--- config.mk ---
export PLATFORM = sky130hd
export DESIGN_NAME = clock_reconfig_sequencer
export DESIGN_NICKNAME = d
export VERILOG_FILES = /design/src/rtl/clock_seq_pkg.sv /design/src/rtl/clkseq_lock_filter.sv /design/src/rtl/clock_reconfig_sequencer.sv
export SDC_FILE = /design/constraint.sdc
export NUM_CORES = 1
export LEC_CHECK = 0
export BUFFER_PORTS_ARGS = -buffer_cell sky130_fd_sc_hd__buf_2
export CORE_ASPECT_RATIO = 1.4
export CORE_UTILIZATION = 50
export DETAILED_ROUTE_END_ITERATION = 8
export GPL_TIMING_DRIVEN = 1
export PLACE_DENSITY = 0.74
export SETUP_SLACK_MARGIN = 0.2
export SKIP_LAST_GASP = 1
export SLEW_MARGIN = 0
export SYNTH_ARGS = -nofsm -noshare
export SYNTH_HDL_FRONTEND = slang
export SYNTH_HIERARCHICAL = 1
export SYNTH_SLANG_ARGS = --single-unit
export TNS_END_PERCENT = 30
--- constraint.sdc ---
create_clock -name clk_i -period 3.1 [get_ports clk_i]
set_clock_uncertainty 0.2 [all_clocks]
set_input_delay 0.155 -clock clk_i [delete_from_list [all_inputs] [get_ports clk_i]]
set_output_delay 0.155 -clock clk_i [all_outputs]
set_load 0.05 [all_outputs]
--- src/rtl/clock_seq_pkg.sv ---
// Shared constants for the clock-tree reconfiguration sequencer:
// FSM state encoding, error codes and default parameter values.
package clock_seq_pkg;

  localparam logic [3:0] ST_IDLE          = 4'd0;
  localparam logic [3:0] ST_GEN_RST       = 4'd1;
  localparam logic [3:0] ST_GEN_LOAD      = 4'd2;
  localparam logic [3:0] ST_GEN_WAIT_DONE = 4'd3;
  localparam logic [3:0] ST_GEN_WAIT_LOCK = 4'd4;
  localparam logic [3:0] ST_ADC_RST       = 4'd5;
  localparam logic [3:0] ST_ADC_WAIT_LOCK = 4'd6;
  localparam logic [3:0] ST_PH_LOAD       = 4'd7;
  localparam logic [3:0] ST_PH_WAIT       = 4'd8;
  localparam logic [3:0] ST_DONE          = 4'd9;
  localparam logic [3:0] ST_ERROR         = 4'd10;
  localparam logic [3:0] ST_MONITOR       = 4'd11;

  localparam logic [2:0] ERR_NONE     = 3'd0;
  localparam logic [2:0] ERR_CLKGEN   = 3'd1;
  localparam logic [2:0] ERR_GENLOCK  = 3'd2;
  localparam logic [2:0] ERR_ADCLOCK  = 3'd3;
  localparam logic [2:0] ERR_PHASE    = 3'd4;
  localparam logic [2:0] ERR_LOCKLOST = 3'd5;

  localparam int DEF_RST_CYCLES = 8;
  localparam int DEF_LOCK_HOLD  = 16;
  localparam int DEF_TMR_W      = 20;
  localparam int DEF_MAX_RETRY  = 3;

endpackage

--- src/rtl/clkseq_lock_filter.sv ---
// 2-flop lock synchronizer plus saturating hold counter.
// Ports: i_clk, i_rst_n, i_clr (restart hold), i_lock (async), o_sync, o_stable.
module clkseq_lock_filter
  import clock_seq_pkg::*;
#(
  parameter int LOCK_HOLD = DEF_LOCK_HOLD
) (
  input  logic i_clk,
  input  logic i_rst_n,
  input  logic i_clr,
  input  logic i_lock,
  output logic o_sync,
  output logic o_stable
);

  localparam int CW = $clog2(LOCK_HOLD + 1);
  localparam logic [CW-1:0] HOLD = CW'(LOCK_HOLD);

  logic [1:0]    r_sync;
  logic [CW-1:0] r_cnt;

  always_ff @(posedge i_clk or negedge i_rst_n) begin
    if (!i_rst_n) begin
      r_sync <= '0;
      r_cnt  <= '0;
    end else begin
      r_sync <= {r_sync[0], i_lock};
      // any low sample restarts the hold window
      if (i_clr || !r_sync[1])
        r_cnt <= '0;
      else if (r_cnt != HOLD)
        r_cnt <= r_cnt + 1'b1;
    end
  end

  assign o_sync   = r_sync[1];
  assign o_stable = (r_cnt == HOLD);

endmodule

--- src/rtl/clock_reconfig_sequencer.sv ---
// Sequences DCM reset, M/D load, lock waits and phase reapply with timeout/retry.
// Ports: start/M/D/phase request, busy/done/error status, loader, DCM and phase controls.
// Option: CLKSEQ_LOCK_MONITOR_EN adds a post-done lock-loss monitor (err_code 5).
module clock_reconfig_sequencer
  import clock_seq_pkg::*;
#(
  parameter int RST_CYCLES = DEF_RST_CYCLES,
  parameter int LOCK_HOLD  = DEF_LOCK_HOLD,
  parameter int TMR_W      = DEF_TMR_W,
  parameter int MAX_RETRY  = DEF_MAX_RETRY
) (
  input  logic       clk_i,
  input  logic       reset_n_i,
  input  logic       start_i,
  input  logic [7:0] mul_i,
  input  logic [7:0] div_i,
  input  logic [8:0] phase_i,
  output logic       busy_o,
  output logic       done_o,
  output logic       error_o,
  output logic [2:0] err_code_o,
  output logic [2:0] retry_cnt_o,
  output logic       clkgen_reset_o,
  output logic       clkgen_load_o,
  output logic [7:0] clkgen_mul_o,
  output logic [7:0] clkgen_div_o,
  input  logic       clkgen_done_i,
  input  logic       dcm_gen_locked_i,
  input  logic       dcm_adc_locked_i,
  output logic       dcm_reset_o,
  output logic       phase_load_o,
  output logic [8:0] phase_requested_o,
  input  logic       phase_done_i
);

  localparam logic [TMR_W-1:0] RST_LAST  = TMR_W'(RST_CYCLES - 1);
  localparam logic [TMR_W-1:0] SMP_FIRST = TMR_W'(2);
  localparam logic [2:0]       RETRY_MAX = 3'(MAX_RETRY);

  logic [3:0]       r_state;
  logic [3:0]       w_next;
  logic [TMR_W-1:0] r_tmr;
  logic [2:0]       r_retry;
  logic [2:0]       r_err_code;
  logic             r_error;
  logic [7:0]       r_mul;
  logic [7:0]       r_div;
  logic [8:0]       r_phase;

  logic       w_busy, w_accept, w_wait, w_tmr_en;
  logic       w_expired, w_sample, w_retry, w_fail, w_lost;
  logic       w_gen_sync, w_gen_stable, w_adc_sync, w_adc_stable;
  logic       w_err_st;
  logic [2:0] w_code;

  assign w_busy   = !(r_state inside {ST_IDLE, ST_DONE, ST_ERROR, ST_MONITOR});
  assign w_accept = start_i && !w_busy;
  assign w_wait   = r_state inside {ST_GEN_WAIT_DONE, ST_GEN_WAIT_LOCK,
                                    ST_ADC_WAIT_LOCK, ST_PH_WAIT};
  assign w_tmr_en  = w_wait || (r_state inside {ST_GEN_RST, ST_ADC_RST});
  assign w_expired = w_wait && (&r_tmr);
  // done levels are ignored for two cycles after the load pulse
  assign w_sample  = (r_tmr >= SMP_FIRST);

  clkseq_lock_filter #(.LOCK_HOLD(LOCK_HOLD)) u_gen_lock (
    .i_clk    (clk_i),
    .i_rst_n  (reset_n_i),
    .i_clr    (clkgen_reset_o),
    .i_lock   (dcm_gen_locked_i),
    .o_sync   (w_gen_sync),
    .o_stable (w_gen_stable)
  );

  clkseq_lock_filter #(.LOCK_HOLD(LOCK_HOLD)) u_adc_lock (
    .i_clk    (clk_i),
    .i_rst_n  (reset_n_i),
    .i_clr    (dcm_reset_o),
    .i_lock   (dcm_adc_locked_i),
    .o_sync   (w_adc_sync),
    .o_stable (w_adc_stable)
  );

`ifdef CLKSEQ_LOCK_MONITOR_EN
  localparam logic [3:0] DONE_NEXT = ST_MONITOR;
  logic r_gen_low, r_adc_low;

  always_ff @(posedge clk_i or negedge reset_n_i) begin
    if (!reset_n_i) begin
      r_gen_low <= 1'b0;
      r_adc_low <= 1'b0;
    end else begin
      r_gen_low <= (r_state == ST_MONITOR) && !w_gen_sync;
      r_adc_low <= (r_state == ST_MONITOR) && !w_adc_sync;
    end
  end

  // two consecutive low samples on either lock
  assign w_lost = (r_state == ST_MONITOR) &&
                  ((r_gen_low && !w_gen_sync) || (r_adc_low && !w_adc_sync));
`else
  localparam logic [3:0] DONE_NEXT = ST_IDLE;
  logic w_unused_sync;
  assign w_unused_sync = w_gen_sync ^ w_adc_sync;
  assign w_lost = 1'b0;
`endif

  always_comb begin
    w_next  = r_state;
    w_code  = ERR_NONE;
    w_retry = 1'b0;
    w_fail  = 1'b0;
    unique case (r_state)
      ST_IDLE:     if (start_i) w_next = ST_GEN_RST;
      ST_GEN_RST:  if (r_tmr == RST_LAST) w_next = ST_GEN_LOAD;
      ST_GEN_LOAD: w_next = ST_GEN_WAIT_DONE;
      ST_GEN_WAIT_DONE: begin
        w_code = ERR_CLKGEN;
        if (w_sample && clkgen_done_i) w_next = ST_GEN_WAIT_LOCK;
      end
      ST_GEN_WAIT_LOCK: begin
        w_code = ERR_GENLOCK;
        if (w_gen_stable) w_next = ST_ADC_RST;
      end
      ST_ADC_RST:  if (r_tmr == RST_LAST) w_next = ST_ADC_WAIT_LOCK;
      ST_ADC_WAIT_LOCK: begin
        w_code = ERR_ADCLOCK;
        if (w_adc_stable) w_next = ST_PH_LOAD;
      end
      ST_PH_LOAD:  w_next = ST_PH_WAIT;
      ST_PH_WAIT: begin
        w_code = ERR_PHASE;
        if (w_sample && phase_done_i) w_next = ST_DONE;
      end
      ST_DONE:  w_next = start_i ? ST_GEN_RST : DONE_NEXT;
      ST_ERROR: w_next = start_i ? ST_GEN_RST : ST_IDLE;
      ST_MONITOR: begin
        if (start_i) begin
          w_next = ST_GEN_RST;
        end else if (w_lost) begin
          w_next = ST_IDLE;
          w_code = ERR_LOCKLOST;
          w_fail = 1'b1;
        end
      end
      default: w_next = ST_IDLE;
    endcase
    // a wait that completes on its last cycle still counts as success
    if (w_expired && (w_next == r_state)) begin
      if (r_retry < RETRY_MAX) begin
        w_retry = 1'b1;
        w_next  = ST_GEN_RST;
      end else begin
        w_fail = 1'b1;
        w_next = ST_ERROR;
      end
    end
  end

  always_ff @(posedge clk_i or negedge reset_n_i) begin
    if (!reset_n_i) begin
      r_state    <= ST_IDLE;
      r_tmr      <= '0;
      r_retry    <= '0;
      r_err_code <= ERR_NONE;
      r_error    <= 1'b0;
      r_mul      <= '0;
      r_div      <= '0;
      r_phase    <= '0;
    end else begin
      r_state <= w_next;
      if (w_next != r_state)
        r_tmr <= '0;
      else if (w_tmr_en)
        r_tmr <= r_tmr + 1'b1;
      if (w_accept) begin
        r_error    <= 1'b0;
        r_err_code <= ERR_NONE;
        r_retry    <= '0;
        r_mul      <= mul_i;
        r_div      <= div_i;
        r_phase    <= phase_i;
      end else if (w_retry) begin
        r_retry <= r_retry + 1'b1;
      end else if (w_fail) begin
        r_error    <= 1'b1;
        r_err_code <= w_code;
      end
    end
  end

  assign w_err_st = (r_state == ST_ERROR);

  assign busy_o            = w_busy;
  assign done_o            = (r_state == ST_DONE);
  assign error_o           = r_error;
  assign err_code_o        = r_err_code;
  assign retry_cnt_o       = r_retry;
  assign clkgen_reset_o    = (r_state == ST_GEN_RST);
  assign clkgen_load_o     = (r_state == ST_GEN_LOAD);
  assign dcm_reset_o       = (r_state == ST_GEN_RST) || (r_state == ST_ADC_RST);
  assign phase_load_o      = (r_state == ST_PH_LOAD);
  assign clkgen_mul_o      = w_err_st ? 8'd0 : r_mul;
  assign clkgen_div_o      = w_err_st ? 8'd0 : r_div;
  assign phase_requested_o = w_err_st ? 9'd0 : r_phase;

endmodule
==> impl_results.md <==
- Status: finished, violations left
- Failing checks: setup timing
- Power Total: a little under 2 mW
- Clk network pwr share: 48.1%
- Crit path capture type: register
- Post-Place Cells: approximately 600
- WP data required: 3140 ps
- Worst-case clock buffer depth: 2
- Mux share of post-synthesis cell area: 1.570%
- TNS Setup: -9.145 ps
- First-pass GRT wire length: 15710 um
- Syn_nets: 459
- FP Rows: 37
- Register area: 0.001752 mm^2
- Pint: 1.542 mW
- Starting density of the core: 51.98%
- Drt pass-1 iters: 7
- Sequential area share after synthesis: roughly 46%
- GR Util All Layers: between 20% and 30%
- CP Class: reg2reg
- Antenna violations before repair: 0
- DIE AREA: between 0.008 and 0.009 mm^2
- Grt ovf: 0
- Worst-case vdd ir drop: about 0.00025 V
- Gpl congestion: 0.8498
- Synth Register Bits: 70
- Port Buffers: 69
- Net Sw Frac: 20.20%
- Nets: ~590
- Sinks on Clock Net: 70
- Pin count of the biggest net entering global routing: 71
- Critical path's top delay family: compound AO/OA/AOI/OAI gates
- Fmax: ~320 MHz
- Crit path time final: 3108 ps
- Fin crit share: 100.3%
- Htree depth: 3
- NetSw: 390.3 uW
- Core area: 0.007361 mm^2
- Final core occ: a little over two thirds
- Worst slew margin: 41.81%
- Top post-synthesis cells by area: dfrtp_1 46%, nand2_1 9.4%, nor2b_1 4.3%, xor2_1 4.1%, nor2_1 2.9%
- Die X: roughly 76 um
- Count of pins over their slew limit: 0
- Pwr Density: ~370 mW/mm^2
- Fraction of layout cells with a size suffix above 1: 28.49%
- DP Worst Slack: -87.17 ps
- Simple-Gate Fraction of Synth Area: 31.39%
- Worst Hold Class: reg2reg
- Die height: 105.5 um
- Fin cells: 648
- Area leader, netlist: dfrtp_1
- Critical Path Source Type: register
- Via density: 5.377
- RSZ-0062 raised after global routing: true
- Most frequent cells in the layout: 96 x nand2_1, 70 x dfrtp_1, 69 x buf_2
- Flop pwr share: between 40% and 50%
- Max-Cap Viols: 0
- Max incr delay on CP: approximately 540 ps
- # fillers: 535
- Yosys top cell area share: a little under half
- Critical-path top delay cell: or4_4
- CP max FO: 4
- Hold Vio Cnt, Final: 0
- Post-synthesis xor/xnor area fraction: under 10%
- Routed via count: 3484
- # setup viols final: 2
- Area Growth Syn to Fin: 34.83%
- Gate power share: 4.2%
- Ant diodes: 0
- Clk_lat worst skew: 360 ps
- ANT nets after route: 0
- Synth unique cells: 53
- I/O pins: 70
- Residual DRC: 0
- Setup ws final: -8.400 ps
- Largest family of logic cells by synthesized area: simple AND/OR/NAND/NOR gates
- Cells after Synth: 420
- Overall routed net length: ~9500 um
- Cell Area, Synth: around 0.0038 mm^2
- Synth Area in Compound Gates: 9.614%
- TritonCTS clock tree: built
- CP Cell Sequence: or4_4, nor4_4, nand3_2, a2111o_1, a211o_1, a2111oi_4, buf_4, nor4b_2
- Leakage Power: 2.457 nW
- 1st-iter DRT viols: 230
- YS warnings: 6
- Mean Syn Cell Area: 9.110 um^2
- Number of global-route vias before repair: 3453
- Slew of the pin with the lowest slew margin: 872.9 ps
- CP Data Arrival Time: 3150 ps
- Buffers and inverters on the worst path: 1
- Area of the multi-input gates: ~0.0020 mm^2
- Detailed Place HPWL: roughly 6000 um
- Worst-path clk slew: around 70 ps
- TritonCTS Buffers: 9
- Clk root buf: clkbuf_8
- Adder-cell share of the synthesized area: 2.289%
- Most common cell after layout, fill and taps aside: nand2_1
- Post-DR wirelength/cell: 14.63 um
==> per-stage QoR <==
stage	area, um^2	hold WS (ps)
floorplan	3832	-340.6
global placement	4482	63.24
detailed placement	4482	64.70
CTS	5064	148.5
global route	5159	163.1
finish	5159	151.6
==> synthesized netlist by cell type, drive strengths merged <==
| library cell | instances |
|---|---|
| a21boi | 1 |
| a2111o | 1 |
| inv | 10 |
| o221ai | 1 |
| dfrtp | 70 |
| and4bb | 1 |
| nand2 | 96 |
| xnor2 | 8 |
| a31oi | 1 |
| o21ai | 9 |
| ha | 7 |
| nor2b | 26 |
| a21o | 3 |
| nor3 | 1 |
| nand3b | 6 |
| nor4bb | 1 |
| or2 | 2 |
| nor4b | 5 |
| or3b | 5 |
| mux2i | 6 |
| a2111oi | 3 |
| nand2b | 4 |
| and2 | 4 |
| a211o | 2 |
| nor4 | 10 |
| o41ai | 1 |
| nand3 | 14 |
| buf | 3 |
| a41o | 1 |
| or3 | 4 |
| or4b | 1 |
| o211ai | 3 |
| xor2 | 18 |
| nor2 | 30 |
| clkbuf | 19 |
| or4 | 3 |
| nand4 | 9 |
| a21oi | 18 |
| and4 | 2 |
| and3 | 5 |
| a211oi | 6 |
==> flip-flops by register name, summed over array words and instances, names as in the netlist <==
signal and cells:
error_o 1, r_tmr 20, r_state 4, u_gen_lock/r_sync 2, r_div 8, r_mul 8
r_phase 9, err_code_o 3, u_adc_lock/r_cnt 5, u_gen_lock/r_cnt 5, retry_cnt_o 3, u_adc_lock/r_sync 2
==> path summary, 6_finish.rpt <==
path,startpoint,to,slack (ps),cells past startpoint
min in group asynchronous,reset_n_i,u_gen_lock/r_cnt[4],330,3
max in group asynchronous,reset_n_i,r_tmr[8],1800,3
min,u_adc_lock/r_sync[0],u_adc_lock/r_sync[1],150,0
min reg2reg,u_adc_lock/r_sync[0],u_adc_lock/r_sync[1],150,0
max,r_tmr[17],r_tmr[7],-8,8
max reg2reg,r_tmr[17],r_tmr[7],-8,8
==> area by class of cell <==
type / instances / area share, %
multi-input cells: 318 / 39.51
flip-flops and latches: 70 / 33.96
repair buffers: 137 / 18.51
clock buffers: 11 / 2.935
well taps: 97 / 2.353
clock inverters: 5 / 2.013
inverters: 10 / 0.7276
==> repair_timing <==
item                       in CTS  in global routing
buffers inserted                2                  2
hold buffers                   28                  0
gates cloned                    0                  1
setup endpoints to repair      25                 31
hold endpoints to repair       97                  0
pin swaps                       4                  4
gates resized for setup         5                 12
==> logic make-up after synthesis <==
| kind of cell | Yosys count |
|---|---|
| flops | 70 |
| buf+inv | 32 |
| xor+xnor | 26 |
| mux | 6 |
| simple gates | 229 |
| fa+ha+maj | 7 |
| compound gates | 50 |
==> power by group through the flow <==
stage	clock, mW	sequential [mW]	combinational (mW)
2_1_floorplan	0	0.940	0.0117
3_3_place_gp	0	0.941	0.0517
3_5_place_dp	0	0.941	0.0527
4_1_cts	0.947	0.923	0.0801
5_1_grt	0.982	0.924	0.0904
6_report	0.929	0.923	0.0806
==> metal layers <==
layer  up-vias  GRT usage, %  wire, um
met1      1659         27.73      3822
met2       114         43.44      4813
met5         -             0         0
li1       1675             -         -
met4         0         15.52       421
met3        36         5.108       420
Note: power is estimated with default switching activity, not from simulation.
